$ cat config.mk
export PLATFORM = sky130hd
export DESIGN_NAME = nim_scaler
export DESIGN_NICKNAME = d
export VERILOG_FILES = /design/src/rtl/nim_scaler_pkg.sv /design/src/rtl/nim_scaler_channel.sv /design/src/rtl/nim_scaler.sv
export SDC_FILE = /design/constraint.sdc
export NUM_CORES = 2
export LEC_CHECK = 0
export CORE_ASPECT_RATIO = 0.75
export CORE_MARGIN = 2
export CORE_UTILIZATION = 60
export DETAILED_ROUTE_END_ITERATION = 8
export PLACE_DENSITY = 0.85
export SETUP_SLACK_MARGIN = 0.05
export SYNTH_ARGS = -nofsm -noshare
export SYNTH_HDL_FRONTEND = slang
export SYNTH_SLANG_ARGS = --single-unit
$ cat constraint.sdc
create_clock -name clk -period 67.3 [get_ports clk]
set_clock_uncertainty 0.1 [all_clocks]
set_input_delay 20.19 -clock clk [delete_from_list [all_inputs] [get_ports clk]]
set_output_delay 20.19 -clock clk [all_outputs]
set_load 0.01 [all_outputs]
$ cat src/rtl/nim_scaler_pkg.sv
// rtl/nim_scaler_pkg.sv - shared types, default widths and readout field layout for the NIM pulse scaler
package nim_scaler_pkg;

   localparam int DEF_N_CH   = 16;
   localparam int DEF_CNT_W  = 32;
   localparam int DEF_GATE_W = 32;
   localparam int SEQ_W      = 16;

   typedef enum logic {
      IDLE = 1'b0,
      RUN  = 1'b1
   } state_t;

   typedef struct packed {
      logic                  enable;
      logic                  clear;
      logic                  snapshot_req;
      logic [DEF_GATE_W-1:0] gate_period;
   } params_in_t;

   typedef struct packed {
      logic [DEF_N_CH*DEF_CNT_W-1:0] counts;
      logic [DEF_N_CH-1:0]           overflow;
      logic [SEQ_W-1:0]              seq;
   } params_out_t;

endpackage

$ cat src/rtl/nim_scaler_channel.sv
// rtl/nim_scaler_channel.sv - one scaler channel: two-flop edge detect, saturating live counter, sticky overflow
module nim_scaler_channel
   import nim_scaler_pkg::*;
#(
   parameter int CNT_W = DEF_CNT_W
) (
   input  logic             clk,
   input  logic             reset,
   input  logic             trig,
   input  logic             run,
   input  logic             snap,
   input  logic             clear,
   output logic [CNT_W-1:0] snap_count,
   output logic             snap_overflow
);

   logic             trig_q;
   logic             trig_qq;
   logic [CNT_W-1:0] count;
   logic             overflow;
   logic             edge_det;
   logic             inc;
   logic             sat;

   assign edge_det = trig_q & ~trig_qq;
   assign inc      = run & edge_det & ~clear;
   assign sat      = &count;

   // The snapshot bank samples these, so an edge in the snapshot cycle lands in the closing gate.
   assign snap_count    = (inc && !sat) ? count + CNT_W'(1) : count;
   assign snap_overflow = overflow | (inc & sat);

   always_ff @(posedge clk or posedge reset) begin
      if (reset) begin
         trig_q   <= 1'b0;
         trig_qq  <= 1'b0;
         count    <= '0;
         overflow <= 1'b0;
      end else begin
         trig_q  <= trig;
         trig_qq <= trig_q;
         if (clear || snap) begin
            count    <= '0;
            overflow <= 1'b0;
         end else begin
            count    <= snap_count;
            overflow <= snap_overflow;
         end
      end
   end

endmodule

$ cat src/rtl/nim_scaler.sv
// rtl/nim_scaler.sv - per-channel pulse scaler with gate timer, snapshot readout bank and sequence counter
module nim_scaler
   import nim_scaler_pkg::*;
#(
   parameter int N_CH   = DEF_N_CH,
   parameter int CNT_W  = DEF_CNT_W,
   parameter int GATE_W = DEF_GATE_W
) (
   input  logic                  clk,
   input  logic                  reset,
   input  logic [N_CH-1:0]       trig_in,
   input  logic                  enable,
   input  logic                  clear,
   input  logic                  snapshot_req,
   input  logic [GATE_W-1:0]     gate_period,
   output logic [N_CH*CNT_W-1:0] counts_out,
   output logic [N_CH-1:0]       overflow_out,
   output logic                  counts_valid,
   output logic [SEQ_W-1:0]      snap_seq
);

   state_t                state;
   logic [GATE_W-1:0]     timer;
   logic [GATE_W-1:0]     reload;
   logic                  armed;
   logic                  run;
   logic                  terminal;
   logic                  snap;
   logic [N_CH*CNT_W-1:0] snap_bank;
   logic [N_CH-1:0]       snap_ovf;

   assign run      = (state == RUN);
   assign reload   = (gate_period == '0) ? '0 : gate_period - GATE_W'(1);
   assign terminal = run && (gate_period != '0) && (timer == '0);
   assign snap     = (terminal || snapshot_req) && !clear;

   for (genvar i = 0; i < N_CH; i++) begin : g_ch
      nim_scaler_channel #(.CNT_W(CNT_W)) u_ch (
         .clk           (clk),
         .reset         (reset),
         .trig          (trig_in[i]),
         .run           (run),
         .snap          (snap),
         .clear         (clear),
         .snap_count    (snap_bank[i*CNT_W +: CNT_W]),
         .snap_overflow (snap_ovf[i])
      );
   end

   // armed marks a timer holding a live gate position, so re-entering RUN resumes rather than restarts.
   always_ff @(posedge clk or posedge reset) begin
      if (reset) begin
         state        <= IDLE;
         timer        <= '0;
         armed        <= 1'b0;
         counts_out   <= '0;
         overflow_out <= '0;
         counts_valid <= 1'b0;
         snap_seq     <= '0;
      end else begin
         case (state)
            IDLE: if (enable)  state <= RUN;
            RUN:  if (!enable) state <= IDLE;
         endcase

         if (clear) begin
            if (run || enable) begin
               timer <= reload;
               armed <= 1'b1;
            end else begin
               timer <= '0;
               armed <= 1'b0;
            end
         end else if (snapshot_req || terminal || (!run && enable && !armed)) begin
            timer <= reload;
            armed <= 1'b1;
         end else if (run && gate_period != '0) begin
            timer <= timer - GATE_W'(1);
         end

         counts_valid <= snap;
         if (snap) begin
            counts_out   <= snap_bank;
            overflow_out <= snap_ovf;
            snap_seq     <= snap_seq + SEQ_W'(1);
         end
      end
   end

endmodule

==> results.yml <==
outcome:
  status: "complete, no violations"
route:
  vias: 39200
  first_pass_iters: 6
  wire_per_inst_um: 19.4
  wl_um: 130000
  detail-route-antenna-nets: 0
  route.detailed.drc: 0
  vias_per_cell: 5.84
  drtIter0Drc: 3649
synth:
  synthCells: 4977
  yosysWarnings: 0
  synth_nets: 5051
  synth_area_leaders: "dfrtp_1, nand2_1, nor2_1, xor2_1, o21ai_0"
  synth-async-reset-ratio: 1.00
  ys_seq_area_frac: 0.573
  postSynthRegisterBits: 1139
  synth_edf_count: 0
  ys_top_cells_by_count: "dfrtp_1, nand2_1, nor2_1, o21ai_0, xor2_1"
  syn_area_per_cell_um2: 10.0
  yosys.area.top_type: "dfrtp_1"
  synth_most_common_cell: "dfrtp_1"
  ys_dominant_reg_cell: "dfrtp_1"
  yosysTopAreaCellShare: 0.573
  synth_cell_types: 67
  synth_area_um2: 49700
setup_path:
  r2r_cells: 12
  slowest_delay_ns: 0.96
  worstReg2RegStart: "timer[0]"
  crit_path_start_kind: "input port"
  cpMaxStageDelayCell: "buf_4"
  reg2reg_to: "counts_out[490]"
  crit_type: "input port to flip-flop"
  rrSetupSlack_ns: 61.14
  arrival_ns: 27.34
  critPathMaxFanout: 117
  cp.required_ns: 67.70
  critPathTopFamily: "buffers and inverters"
  cp_num_buf_inv: 5
  cp_cell_sequence: "clkdlybuf4s50_1 > or4_1 > or4_1 > or4_1 > a21oi_4 > or2_4 > buf_4 > buf_4 > buf_4 > buf_4 > o21ai_0"
  critPathCaptureType: "flip-flop"
  cp_common_cell: "buf_4"
die:
  num_rows: 91
  die_x_um: 336
  core_um2: 82200
  dieArea_um2: 85300
  start_util: 0.605
  die_height_um: 253
  pin_count: 598
clock_network:
  cts_root_buffer: "clkbuf_16"
  post_cts_buffers: 0
  htree_levels: 3
  clockBufferDepth: 3
  cts_resized: 0
  numCtsBuffers: 106
  insertion_delay_ns: 0.67
  clk_pin_slew_ns: 0.06
  cts_tree: "built"
  cts_hold_buf: 0
  cts.sinks: 1139
timing:
  setup_viol_count_final: 0
  setup_slack_ns: 40.35
  finalCritPeriodShare: 0.400
  rsz0062_at_grt: "false"
  max_freq_mhz: 37.1
  whs_ns: 0.262
  relSlewSlack: 0.141
  slew_violations: 0
  hold_violations: 0
  fin_tns_setup_ns: 0
  period_needed_ns: 26.95
  worstMarginPinSlew_ns: 1.28
power:
  p_sw_uw: 315
  peakVddDrop_mv: 0.0239
  seq_power_share: 0.495
  p_int_mw: 1.10
  p_sw_frac: 0.223
  clkPwrFrac: 0.466
  p_leak_nw: 24.9
  combPwrFrac: 0.040
  p_per_area_nw_per_um2: 23.5
  design_power_total_mw: 1.41
final_layout:
  finish.utilization: 0.731
  fin_nets: 5571
  final_area_um2: 60100
  syn2layout_area_growth_pct: 20.8
  n_fill_cell: 5560
  stdcell_count: 6704
  drive_gt1_frac: 0.0605
hold_path:
  hold_depth: 0
  min_to: "g_ch[5].u_ch.trig_qq"
  holdCritPathClass: "flip-flop to flip-flop"
  hold_start: "g_ch[5].u_ch.trig_q"
placed_design:
  place_area_um2: 56300
  pre_cts_slack_ns: 39.90
  dp.cells: 6505
  place_congestion: 0.933
  portBuffers: 597
  dp_hpwl_um: 88600
global_routing:
  grt_antenna_before_repair: 6
  grt_use_total: 0.304
  first_global_vias: 38000
  grt_pass1_wl_um: 207000
  overflow: 0
  grt_max_degree: 225
run:
  max_cap_violations: 0
-- placed cells by master, fill, tap and decap left out, drive strengths merged, types with 12 or more instances in the layout --
cell / count
dfrtp: 1139
nand2: 758
nor2: 697
clkdlybuf4s50: 597
o21ai: 567
xor2: 296
xnor2: 238
nand3: 225
nand4: 166
clkbuf: 148
and3: 108
nor3: 106
and4: 63
inv: 56
nor4: 54
buf: 33
and2: 29
a21oi: 28
ha: 21
clkinv: 21
or3: 20
bufinv: 19
or4: 19
mux2i: 17
nor3b: 15
a31oi: 14
or2: 13
nand3b: 12
-- worst max path at each step --
stage / startpoint / endpoint / slack [ns] / cells past startpoint
final: gate_period[15] / counts_out[490] / 40.35 / 11
after global placement: gate_period[15] / counts_out[447] / 40.05 / 11
after detailed placement: gate_period[15] / counts_out[444] / 39.90 / 11
after CTS: gate_period[15] / counts_out[487] / 40.53 / 11
after floorplan: reset / armed / 14.93 / 1
after global routing: gate_period[15] / counts_out[490] / 39.90 / 11
-- area by class of cell --
type,count,area (um2),share of cell area
Antenna cell,3,7.51,0.000125
Clock buffer,148,3050,0.0508
Clock inverter,48,779,0.0130
Inverter,51,199,0.00331
Multi-Input combinational cell,3569,19900,0.331
Sequential cell,1139,28500,0.474
Tap cell,1116,1400,0.0232
Timing Repair Buffer,630,6270,0.104
-- state kept, by name, summed over array words and instances, names as in the netlist --
register and cells:
counts_out 512, g_ch.u_ch.count 512, timer 32, g_ch.u_ch.overflow 16
g_ch.u_ch.trig_q 16, g_ch.u_ch.trig_qq 16, overflow_out 16, snap_seq 16
armed 1, counts_valid 1, run 1
-- power groups by stage --
stage | Sequential [mW] | Combinational, mW | Clock (mW)
detailed placement | 0.710 | 0.0563 | 0
finish | 0.697 | 0.0562 | 0.656
floorplan | 0.710 | 0.0385 | 0
global placement | 0.709 | 0.0552 | 0
CTS | 0.697 | 0.0568 | 0.664
global route | 0.698 | 0.0628 | 0.693
-- per-layer routing --
| metal | vias up | global-route usage | wire [um] |
|---|---|---|---|
| met5 | - | 0 | 29 |
| met2 | 1438 | 0.462 | 59500 |
| met3 | 311 | 0.0650 | 9710 |
| met4 | 4 | 0.132 | 5920 |
| met1 | 19400 | 0.425 | 54800 |
| li1 | 18000 | - | - |
-- kinds of logic (layout without fill, tap and decap cells) --
family / Yosys count / count (layout) / synth area share
simple gates: 2325 / 2325 / 0.217
buf+inv: 269 / 877 / 0.0275
mux: 18 / 18 / 0.00365
compound gates: 671 / 671 / 0.0795
fa+ha+maj: 21 / 21 / 0.00528
other cells: 0 / 3 / 0
flops: 1139 / 1139 / 0.573
xor+xnor: 534 / 534 / 0.0940
Power figures use the tool's default switching activity.
